### config.mk
export PLATFORM = sky130hd
export DESIGN_NAME = dm_abstract_ctl_flat
export DESIGN_NICKNAME = d
export VERILOG_FILES = /design/src/rtl/dm_abstract_ctl_pkg.sv /design/src/rtl/dm_abstract_ctl_if.sv /design/src/rtl/dm_ac_decode.sv /design/src/rtl/dm_abstract_ctl.sv /design/src/flat_wrapper.sv
export SDC_FILE = /design/constraint.sdc
export NUM_CORES = 1
export LEC_CHECK = 0
export ABC_AREA = 1
export CAP_MARGIN = 20
export CORE_MARGIN = 4
export CORE_UTILIZATION = 50
export DETAILED_ROUTE_END_ITERATION = 7
export GPL_TIMING_DRIVEN = 1
export HOLD_SLACK_MARGIN = 0.03
export PLACE_DENSITY = 0.87
export SKIP_LAST_GASP = 1
export SLEW_MARGIN = 10
export SYNTH_ARGS = -nofsm -noshare
export SYNTH_HDL_FRONTEND = slang
export SYNTH_HIERARCHICAL = 1
export SYNTH_SLANG_ARGS = --single-unit
export TNS_END_PERCENT = 1
### constraint.sdc
create_clock -name clk -period 2.15 [get_ports clk]
set_clock_uncertainty 0.15 [all_clocks]
set_input_delay 0.215 -clock clk [delete_from_list [all_inputs] [get_ports clk]]
set_output_delay 0.215 -clock clk [all_outputs]
set_load 0.1 [all_outputs]
### src/rtl/dm_abstract_ctl_pkg.sv
// Shared types, cmderr codes, command types and command field extractors
// for the debug module abstract-command sequencer.
package dm_abstract_ctl_pkg;

    typedef enum logic [0:0] {
        ST_IDLE = 1'b0,
        ST_EXEC = 1'b1
    } state_t;

    localparam logic [2:0] CMDERR_NONE       = 3'd0;
    localparam logic [2:0] CMDERR_BUSY       = 3'd1;
    localparam logic [2:0] CMDERR_NOTSUP     = 3'd2;
    localparam logic [2:0] CMDERR_EXCEPTION  = 3'd3;
    localparam logic [2:0] CMDERR_HALTRESUME = 3'd4;
    localparam logic [2:0] CMDERR_BUS        = 3'd5;
    localparam logic [2:0] CMDERR_OTHER      = 3'd7;

    localparam logic [7:0] CMDTYPE_ACCESS_REG = 8'd0;
    localparam logic [7:0] CMDTYPE_ACCESS_MEM = 8'd2;

    // CSRs occupy 0x0000-0x0FFF, GPRs 0x1000-0x101F; everything above is rejected.
    localparam logic [15:0] REGNO_LAST = 16'h101F;

    function automatic logic [7:0] cmd_type(input logic [31:0] cmd);
        return cmd[31:24];
    endfunction

    function automatic logic cmd_aamvirtual(input logic [31:0] cmd);
        return cmd[23];
    endfunction

    // aarsize and aamsize share the same bit positions.
    function automatic logic [2:0] cmd_aarsize(input logic [31:0] cmd);
        return cmd[22:20];
    endfunction

    function automatic logic [2:0] cmd_aamsize(input logic [31:0] cmd);
        return cmd[22:20];
    endfunction

    function automatic logic cmd_postincrement(input logic [31:0] cmd);
        return cmd[19];
    endfunction

    function automatic logic cmd_postexec(input logic [31:0] cmd);
        return cmd[18];
    endfunction

    function automatic logic cmd_transfer(input logic [31:0] cmd);
        return cmd[17];
    endfunction

    function automatic logic [15:0] cmd_regno(input logic [31:0] cmd);
        return cmd[15:0];
    endfunction

endpackage

### src/rtl/dm_abstract_ctl_if.sv
// Hart-facing debug interface between the debug module and one hart.
interface dm_abstract_ctl_if;
    // Handshake: the DM raises exec with a stable command and holds both until
    // the hart returns done (error qualified by done); write may pulse any
    // cycle while exec is high to deliver hart_wdata into data0.
    logic        halt_req;
    logic        resume_req;
    logic [31:0] command;
    logic        exec;
    logic        halted;
    logic        done;
    logic        write;
    logic        error;
    logic [31:0] hart_wdata;

    modport master (
        output halt_req, resume_req, command, exec,
        input  halted, done, write, error, hart_wdata
    );

    modport slave (
        input  halt_req, resume_req, command, exec,
        output halted, done, write, error, hart_wdata
    );
endinterface

### src/rtl/dm_ac_decode.sv
// Classifies a written abstract command: supported, memory access,
// register access without transfer, and the post-increment step.
module dm_ac_decode
    import dm_abstract_ctl_pkg::*;
(
    input  logic [31:0] cmd,
    output logic        supported,
    output logic        is_memory,
    output logic        no_transfer,
    output logic [31:0] incr_amount
);

    logic is_register;
    logic reg_ok;
    logic mem_ok;

    assign is_register = (cmd_type(cmd) == CMDTYPE_ACCESS_REG);
    assign is_memory   = (cmd_type(cmd) == CMDTYPE_ACCESS_MEM);

    assign reg_ok = (cmd_aarsize(cmd) == 3'd2) && !cmd_postincrement(cmd) &&
                    !cmd_postexec(cmd) && (cmd_regno(cmd) <= REGNO_LAST);
    assign mem_ok = !cmd_aamvirtual(cmd) && (cmd_aamsize(cmd) <= 3'd2);

    assign supported   = (is_register && reg_ok) || (is_memory && mem_ok);
    assign no_transfer = is_register && !cmd_transfer(cmd);
    assign incr_amount = (is_memory && cmd_postincrement(cmd)) ?
                         (32'd1 << cmd_aamsize(cmd)) : 32'd0;

endmodule

### src/rtl/dm_abstract_ctl.sv
// Debug module abstract-command and run-control sequencer: owns busy/cmderr,
// data0/data1 and the halt/resume requests toward the hart.
module dm_abstract_ctl
    import dm_abstract_ctl_pkg::*;
#(
    parameter int unsigned TIMEOUT = 1024
) (
    input  logic               clk,
    input  logic               rst_n,
    input  logic               dmactive,
    input  logic               haltreq_i,
    input  logic               resumereq_i,
    input  logic               cmd_wr,
    input  logic [31:0]        cmd_wdata,
    input  logic               cmderr_w1c,
    input  logic [2:0]         cmderr_wdata,
    input  logic               data0_wr,
    input  logic               data1_wr,
    input  logic [31:0]        dmi_wdata,
    dm_abstract_ctl_if.master  dbg,
    output logic               busy,
    output logic [2:0]         cmderr,
    output logic               allhalted,
    output logic               allresumeack,
    output logic [31:0]        data0,
    output logic [31:0]        data1,
    output state_t             dbg_state
);

    localparam int unsigned      CW       = (TIMEOUT > 2) ? $clog2(TIMEOUT) : 1;
    localparam logic [CW-1:0]    CNT_LAST = CW'(TIMEOUT - 1);

    state_t        state, state_nxt;
    logic          clr;
    logic          dec_supported, dec_is_memory, dec_no_transfer;
    logic [31:0]   dec_incr;
    logic          start_exec, exec_end, idle_err_en;
    logic [2:0]    idle_err_code, cmderr_nxt;
    logic          exec_c;
    logic [CW-1:0] cnt;
    logic          is_mem_q;
    logic [31:0]   incr_q, command_q;
    logic          resume_q;
    logic          timed_out;

    // dmactive low behaves exactly like rst_n low for every register.
    assign clr = !rst_n || !dmactive;

    dm_ac_decode u_decode (
        .cmd         (cmd_wdata),
        .supported   (dec_supported),
        .is_memory   (dec_is_memory),
        .no_transfer (dec_no_transfer),
        .incr_amount (dec_incr)
    );

    always_ff @(posedge clk) begin
        if (clr) state <= ST_IDLE;
        else     state <= state_nxt;
    end

    assign timed_out = (cnt == CNT_LAST) && !dbg.done;

    always_comb begin
        state_nxt     = state;
        start_exec    = 1'b0;
        exec_end      = 1'b0;
        idle_err_en   = 1'b0;
        idle_err_code = CMDERR_NONE;
        case (state)
            ST_IDLE: begin
                if (cmd_wr && (cmderr == CMDERR_NONE)) begin
                    if (!dec_supported) begin
                        idle_err_en   = 1'b1;
                        idle_err_code = CMDERR_NOTSUP;
                    end else if (!dbg.halted) begin
                        idle_err_en   = 1'b1;
                        idle_err_code = CMDERR_HALTRESUME;
                    end else if (!dec_no_transfer) begin
                        start_exec = 1'b1;
                        state_nxt  = ST_EXEC;
                    end
                end
            end
            ST_EXEC: begin
                if (dbg.done || timed_out) begin
                    exec_end  = 1'b1;
                    state_nxt = ST_IDLE;
                end
            end
            default: state_nxt = ST_IDLE;
        endcase
    end

    always_comb begin
        exec_c = 1'b0;
        case (state)
            ST_EXEC: exec_c = 1'b1;
            default: exec_c = 1'b0;
        endcase
    end

    assign busy      = exec_c;
    assign dbg.exec  = exec_c;
    assign dbg_state = state;

    // Clears are applied first so any error set in the same cycle overrides them.
    always_comb begin
        cmderr_nxt = cmderr;
        if (cmderr_w1c)
            cmderr_nxt = cmderr & ~cmderr_wdata;
        if (exec_c && (cmd_wr || data0_wr || data1_wr) && (cmderr == CMDERR_NONE))
            cmderr_nxt = CMDERR_BUSY;
        if (idle_err_en)
            cmderr_nxt = idle_err_code;
        if (exec_c && dbg.done && dbg.error)
            cmderr_nxt = is_mem_q ? CMDERR_BUS : CMDERR_EXCEPTION;
        else if (exec_c && timed_out)
            cmderr_nxt = CMDERR_OTHER;
    end

    always_ff @(posedge clk) begin
        if (clr) begin
            cmderr    <= CMDERR_NONE;
            command_q <= '0;
            is_mem_q  <= 1'b0;
            incr_q    <= '0;
            cnt       <= '0;
            data0     <= '0;
            data1     <= '0;
        end else begin
            cmderr <= cmderr_nxt;
            if (start_exec) begin
                command_q <= cmd_wdata;
                is_mem_q  <= dec_is_memory;
                incr_q    <= dec_incr;
                cnt       <= '0;
            end else if (exec_c && !exec_end) begin
                cnt <= cnt + CW'(1);
            end
            if (exec_c) begin
                if (dbg.write) data0 <= dbg.hart_wdata;
                if (dbg.done && !dbg.error) data1 <= data1 + incr_q;
            end else begin
                if (data0_wr) data0 <= dmi_wdata;
                if (data1_wr) data1 <= dmi_wdata;
            end
        end
    end

    // A resume is acknowledged on the first cycle the hart reports running.
    always_ff @(posedge clk) begin
        if (clr) begin
            resume_q     <= 1'b0;
            allresumeack <= 1'b0;
        end else if (resume_q && !dbg.halted) begin
            resume_q     <= 1'b0;
            allresumeack <= 1'b1;
        end else if (resumereq_i && !haltreq_i && !exec_c && dbg.halted) begin
            resume_q     <= 1'b1;
            allresumeack <= 1'b0;
        end
    end

    assign dbg.resume_req = resume_q;
    assign dbg.command    = command_q;
    assign dbg.halt_req   = haltreq_i && dmactive;
    assign allhalted      = dbg.halted;

endmodule

### src/flat_wrapper.sv
// flat-port wrapper written by rule: the top's interface ports become plain ports
module dm_abstract_ctl_flat import dm_abstract_ctl_pkg::*;
#(
    parameter int unsigned TIMEOUT = 1024
)
  (clk, rst_n, dmactive, haltreq_i, resumereq_i, cmd_wr, cmd_wdata, cmderr_w1c, cmderr_wdata, data0_wr, data1_wr, dmi_wdata, busy, cmderr, allhalted, allresumeack, data0, data1, dbg_state, dbg_halt_req, dbg_resume_req, dbg_command, dbg_exec, dbg_halted, dbg_done, dbg_write, dbg_error, dbg_hart_wdata);
  dm_abstract_ctl_if dbg_i ();
  input  logic clk;
  input  logic rst_n;
  input  logic dmactive;
  input  logic haltreq_i;
  input  logic resumereq_i;
  input  logic cmd_wr;
  input  logic [31:0] cmd_wdata;
  input  logic cmderr_w1c;
  input  logic [2:0] cmderr_wdata;
  input  logic data0_wr;
  input  logic data1_wr;
  input  logic [31:0] dmi_wdata;
  output logic busy;
  output logic [2:0] cmderr;
  output logic allhalted;
  output logic allresumeack;
  output logic [31:0] data0;
  output logic [31:0] data1;
  output state_t dbg_state;
  output wire logic [$bits(dbg_i.halt_req)-1:0] dbg_halt_req;
  output wire logic [$bits(dbg_i.resume_req)-1:0] dbg_resume_req;
  output wire logic [$bits(dbg_i.command)-1:0] dbg_command;
  output wire logic [$bits(dbg_i.exec)-1:0] dbg_exec;
  input wire logic [$bits(dbg_i.halted)-1:0] dbg_halted;
  input wire logic [$bits(dbg_i.done)-1:0] dbg_done;
  input wire logic [$bits(dbg_i.write)-1:0] dbg_write;
  input wire logic [$bits(dbg_i.error)-1:0] dbg_error;
  input wire logic [$bits(dbg_i.hart_wdata)-1:0] dbg_hart_wdata;
  assign dbg_halt_req = dbg_i.halt_req;
  assign dbg_resume_req = dbg_i.resume_req;
  assign dbg_command = dbg_i.command;
  assign dbg_exec = dbg_i.exec;
  assign dbg_i.halted = dbg_halted;
  assign dbg_i.done = dbg_done;
  assign dbg_i.write = dbg_write;
  assign dbg_i.error = dbg_error;
  assign dbg_i.hart_wdata = dbg_hart_wdata;
  dm_abstract_ctl #(.TIMEOUT(TIMEOUT)) u_core (.clk(clk), .rst_n(rst_n), .dmactive(dmactive), .haltreq_i(haltreq_i), .resumereq_i(resumereq_i), .cmd_wr(cmd_wr), .cmd_wdata(cmd_wdata), .cmderr_w1c(cmderr_w1c), .cmderr_wdata(cmderr_wdata), .data0_wr(data0_wr), .data1_wr(data1_wr), .dmi_wdata(dmi_wdata), .dbg(dbg_i), .busy(busy), .cmderr(cmderr), .allhalted(allhalted), .allresumeack(allresumeack), .data0(data0), .data1(data1), .dbg_state(dbg_state));
endmodule
==> metrics, run 1 <==
Synth area leaders dfxtp_1 34%, nand2_1 15%, nor2_1 8.8%; DRC viols 0; Fin Setup TNS -0.558 ns; Post-Syn Area 8570 um^2; Horiz. Die Dim 139 um; Top Ports 218; fin crit period 2.21 ns; layout cell share with drive strength beyond 1 16.1%; Fillers 1357; Skew-Pair Late Insertion Delay 0.43 ns; fin nets 1714; PnR worst setup slack -0.0572 ns; post-synth top area cell dfxtp_1; hold buffers post-CTS 0; Final Cell Area 11600 um^2; Crit Path Class input pin to flop; failing checks negative setup slack; die area 19300 um^2; number of synthesized flops with an enable pin 0; synthesized netlist cell count 1348; CP max FO 31; Placed Area 10800 um^2; Bufs and invs on worst path 4; largest net degree at the start of global routing 82; first drt pass iteration count 7; Power Density 615 nW/um^2; Data required, critical path 2.32 ns; arrival time worst endpoint 2.37 ns; worst vdd ir 0.547 mV; Iter 0 DRT Violations 876; fin crit share 103%; Worst setup EP type flop; Min-Delay Path Class input pin to flop; placer congestion estimate 0.967; # clock sinks 145; metal2 WL 13000 um; vias in the first global route 9022; CTS Buf Count 17; CTS tree built; crit-path most repeated cell nand2_1; initial antenna violation count 0; placeable core region 16700 um^2; Clock Path Buffers 2; highest routed layer met4; final WL 27800 um; delay-heaviest family, CP simple AND/OR/NAND/NOR gates; Root Buffer clkbuf_16; Max Cap Violations 0; Reg clk slew, reported paths 0.06 ns; final antenna-violating net count 0; Final HPWL DP 19700 um; Worst path max stage delay 0.45 ns; Mean Syn Cell Area 6.36 um^2; # H-tree levels 4; first-pass GRT wire length 43700 um; num rows 47; Port-buffer cells 217; Layout Area Growth over Synthesis 35.5%; # Post-CTS Setup Buffers 0; Setup crit start kind input pin; DR WL/cell 15.4 um; Fin. Hold Viols 0; fmax 453 MHz; Pleak 5.43 nW; post-synth cell types 41; Max Slew Vio Count 0; yosys warns 6; gr ovfl total 0; ys async rst share 0%; Starting Density 51.3%; slowest CP cell clkdlybuf4s50_1; DR WL met3 1910 um; Vias/cell 5.26; Tot GR Track Use 27.1%; Die Span Y 139 um; dominant synthesized flop cell dfxtp_1; register area share after synthesis 33.9%; area fraction of the dominant cell type after synthesis 33.9%; WL met1 11800 um; final setup vio count 36; Diodes inserted 0; routed via count 9485; status finished, violations left; RSZ-0062 raised after global routing yes; register bit total from synthesis 145; Cell Chain, Critical Path clkdlybuf4s50_1, inv_1, nand2_1, nor2_1, nand2_1, nor2_2, nand2_1, nand2_1, inv_1, nor3_2, nand2_2, buf_12, o21ai_0, nor2_1
==> power breakdown <==
group | switching [W] | internal (W)
Sequential | 0.0000395 | 0.00275
Clock | 0.00120 | 0.00207
Combinational | 0.000710 | 0.000382
==> placed cells by master, fill, tap and decap left out, drive strengths merged, types with 2 or more instances in the layout <==
cell type / n
a21oi: 74
a31oi: 44
buf: 146
bufinv: 5
clkbuf: 22
clkdlybuf4s50: 111
clkinv: 4
conb: 24
dfxtp: 145
ha: 32
inv: 160
nand2: 350
nand3: 69
nand3b: 5
nand4: 8
nor2: 206
nor3: 7
nor3b: 2
o21ai: 144
o21bai: 3
or2: 11
xor2: 2
==> cells in the mapped netlist, types with 2 or more instances <==
library cell,number
nand2_1,346
nor2_1,201
inv_1,152
dfxtp_1,145
o21ai_0,120
a21oi_1,74
nand3_1,65
a31oi_1,44
clkbuf_1,32
ha_1,32
buf_4,29
o21ai_1,22
or2_2,11
buf_2,8
buf_6,8
nand4_1,7
nor3_1,6
inv_2,5
nand3b_1,5
nand3_2,4
nor2_2,4
nand2_2,3
o21bai_1,3
clkbuf_2,2
nor3b_1,2
o21ai_2,2
xor2_1,2
==> metrics by stage <==
stage               power (W)  std cells  hold WS, ns  utilization (%)  setup WS (ns)
floorplan             0.00352       1371        0.197                -        -0.0116
global placement      0.00390       1767        0.279             64.9         -0.167
detailed placement    0.00392       1767        0.287             64.9         -0.281
CTS                   0.00715       1799        0.197             68.8         0.0150
global route          0.00735       1802        0.215             69.5         -0.123
finish                0.00714       1802        0.207             69.5        -0.0572
==> cell families after synthesis <==
logic type	share of synthesized area, %
AO/OA/AOI/OAI	16.6
XOR/XNOR	0.307
adder cells (fa/ha/maj)	4.91
buffers and inverters	12.6
flip-flops	33.9
other	0.0438
AND/OR/NAND/NOR	31.7
==> final timing paths <==
check / slack (ns) / to / depth (start not counted) / startpoint
max: -0.06 / u_core/dbg.command[25] / 14 / cmd_wdata[27]
min: 0.21 / u_core/data0[30] / 3 / dbg_hart_wdata[30]
max reg2reg: 0.02 / u_core/data1[20] / 11 / u_core/data1[0]
min reg2reg: 0.30 / u_core/cnt[4] / 2 / u_core/cnt[4]
==> registers in the layout, summed over array words and instances (netlist names) <==
register	count
u_core/data0	32
u_core/data1	32
u_core/cnt	10
u_core/incr_q	32
u_core/dbg_state	1
u_core/allresumeack	1
u_core/dbg.resume_req	1
u_core/cmderr	3
u_core/dbg.command	32
u_core/is_mem_q	1
==> routing by layer <==
metal	up-vias	track usage (%)
met5	-	0
met4	0	10.5
met3	91	4.86
met2	407	46.0
met1	4255	34.3
li1	4732	-
==> worst min-delay path, stage by stage <==
cell and delay, ns:
clkdlybuf4s50_1 0.39, nand2_1 0.06, a31oi_1 0.07
==> cell type report <==
cell class | count | area [um^2] | area share, %
Timing Repair Buffer | 259 | 2430 | 20.9
Sequential cell | 145 | 2950 | 25.4
Clock buffer | 20 | 437 | 3.76
Tap cell | 220 | 275 | 2.37
Clock inverter | 12 | 204 | 1.76
Inverter | 158 | 601 | 5.17
Multi-Input combinational cell | 988 | 4720 | 40.7
==> timing repair <==
action | in CTS | in global routing
resized for setup | 2 | 19
gates cloned | 0 | 3
hold endpoints to repair | 0 | 0
setup endpoints to repair | 5 | 87
pin swaps | 0 | 0
Note: power is estimated with default switching activity, not from simulation.
==> run 2: changes to the inputs <==
--- a/config.mk
+++ b/config.mk
@@ -13,6 +13,7 @@
 export GPL_TIMING_DRIVEN = 1
 export HOLD_SLACK_MARGIN = 0.03
 export PLACE_DENSITY = 0.87
+export SKIP_CTS_REPAIR_TIMING = 1
 export SKIP_LAST_GASP = 1
 export SLEW_MARGIN = 10
 export SYNTH_ARGS = -nofsm -noshare
==> run 2 against run 1 <==
The flow still finishes with violations (negative setup slack). Sequential cell count did not move. Sequential share of layout area unchanged. Worst hold slack improved by 0.0015 ns.
==> metrics, run 2 (synthesis gave the netlist of run 1 again) <==
status finished, violations left (unchanged); failing checks negative setup slack (unchanged); gr ovfl total 0 (unchanged); Bufs and invs on worst path 4 (unchanged); largest net degree at the start of global routing 82 (unchanged); RSZ-0062 raised after global routing yes (unchanged); Fin. Hold Viols 0 (unchanged); Layout Area Growth over Synthesis 35.5% (unchanged); DR WL/cell 15.4 um (about the same); num rows 47 (unchanged); Min-Delay Path Class input pin to flop (unchanged); Worst Hold Slack 0.208 ns (was 0.207 ns); global routing's busiest layer met2 (unchanged); Reg clk slew, reported paths 0.06 ns (about the same); Die Span Y 139 um (unchanged); # clock sinks 145 (unchanged); fmax 452 MHz (was 453 MHz); fin crit share 103% (about the same); CTS Buf Count 17 (unchanged); arrival time worst endpoint 2.38 ns (was 2.37 ns); CTS tree built (unchanged); Diodes inserted 0 (unchanged); Data required, critical path 2.31 ns (was 2.32 ns); Cell Chain, Critical Path clkdlybuf4s50_1, inv_1, nand2_1, nor2_1, nand2_1, nor2_2, nand2_1, nand2_1, inv_1, nor3_2, nand2_2, buf_12, o21ai_0, nor2_1 (unchanged); Vias/cell 5.26 (about the same); # H-tree levels 4 (unchanged); Power Density 615 nW/um^2 (about the same); crit-path most repeated cell nand2_1 (unchanged); final setup vio count 37 (was 36); Crit Path Class input pin to flop (unchanged); initial antenna violation count 0 (unchanged); Fin Setup TNS -0.595 ns (was -0.558 ns); Worst path max stage delay 0.42 ns (was 0.45 ns); DRC viols 0 (unchanged); worst vdd ir 0.543 mV (was 0.547 mV); CP max FO 31 (unchanged); delay-heaviest family, CP simple AND/OR/NAND/NOR gates (unchanged); Iter 0 DRT Violations 857 (was 876); Clock Path Buffers 2 (unchanged); Max Slew Vio Count 0 (unchanged); Root Buffer clkbuf_16 (unchanged); layout cell share with drive strength beyond 1 16.1% (unchanged); Setup crit start kind input pin (unchanged); placer congestion estimate 0.967 (unchanged); Horiz. Die Dim 139 um (unchanged); met1 usage 34.3% (unchanged); Port-buffer cells 217 (unchanged); global-route met2 utilization 45.9% (was 46.0%); first-pass GRT wire length 43600 um (was 43700 um); final WL 27800 um (about the same); Worst setup EP type flop (unchanged); routed via count 9484 (was 9485); most frequent cells in the layout 341 x nand2_1, 200 x nor2_1, 151 x inv_1 (unchanged); placeable core region 16700 um^2 (unchanged); fin nets 1714 (unchanged); fin crit period 2.21 ns (about the same); die area 19300 um^2 (unchanged); Top Ports 218 (unchanged); Max Cap Violations 0 (unchanged); vias in the first global route 9013 (was 9022); most common cell after layout, fill and taps aside nand2_1 (unchanged); Tot GR Track Use 27.1% (about the same); met3 Use GR 4.86% (unchanged); PnR worst setup slack -0.0627 ns (was -0.0572 ns); Pleak 5.43 nW (unchanged); first drt pass iteration count 7 (unchanged); Starting Density 51.3% (unchanged); Skew-Pair Late Insertion Delay 0.43 ns (about the same); worst slack at placement -0.281 ns (unchanged); Final HPWL DP 19700 um (unchanged); final antenna-violating net count 0 (unchanged); slowest CP cell clkdlybuf4s50_1 (unchanged)
-- run 2: worst paths after layout --
kind / start / endpoint / slack (ns) / depth (start not counted)
setup / recovery: cmd_wdata[18] / u_core/dbg.command[25] / -0.06 / 14
hold / removal: dbg_hart_wdata[30] / u_core/data0[30] / 0.21 / 3
setup reg to reg: u_core/data1[0] / u_core/data1[20] / 0.03 / 11
hold reg to reg: u_core/cnt[4] / u_core/cnt[4] / 0.30 / 2
-- run 2: area by class of cell --
| type | count | area [um^2] |
|---|---|---|
| timing repair buffer | 259 | 2430 |
| fill | 1357 | 5090 |
| clock buffer | 20 | 437 |
| inverter | 158 | 601 |
| sequential | 145 | 2950 |
| clock inverter | 12 | 204 |
| tap | 220 | 275 |
| multi-input combinational | 988 | 4720 |
-- run 2: layer usage --
layer  share of wire [%]  wire length, um  up-vias
met3                 6.9             1910       81
met1                  43            11800     4247
met5                   0                0        -
li1                    -                -     4736
met4                 3.5              967        0
met2                  47            13100      420
-- run 2: metrics by stage --
| stage | instances | power (W) | util [%] | cell area, um^2 |
|---|---|---|---|---|
| 2_1_floorplan | 1371 | 0.00352 | - | 8700 |
| 3_3_place_gp | 1767 | 0.00390 | 64.9 | 10800 |
| 3_5_place_dp | 1767 | 0.00392 | 64.9 | 10800 |
| 4_1_cts | 1799 | 0.00715 | 68.8 | 11500 |
| 5_1_grt | 1802 | 0.00735 | 69.5 | 11600 |
| 6_report | 1802 | 0.00714 | 69.5 | 11600 |
-- run 2: worst min-delay path: cells and delay by family --
kind | cells | cell delay [ns]
buffers and inverters | 1 | 0.39
AOI/OAI and AO/OA | 1 | 0.07
and+or+nand+nor | 1 | 0.06
-- run 2: power by group --
group	switching (W)	internal, W
clock network	0.00119	0.00207
registers	0.0000396	0.00275
logic	0.000711	0.000382
total	0.00194	0.00520
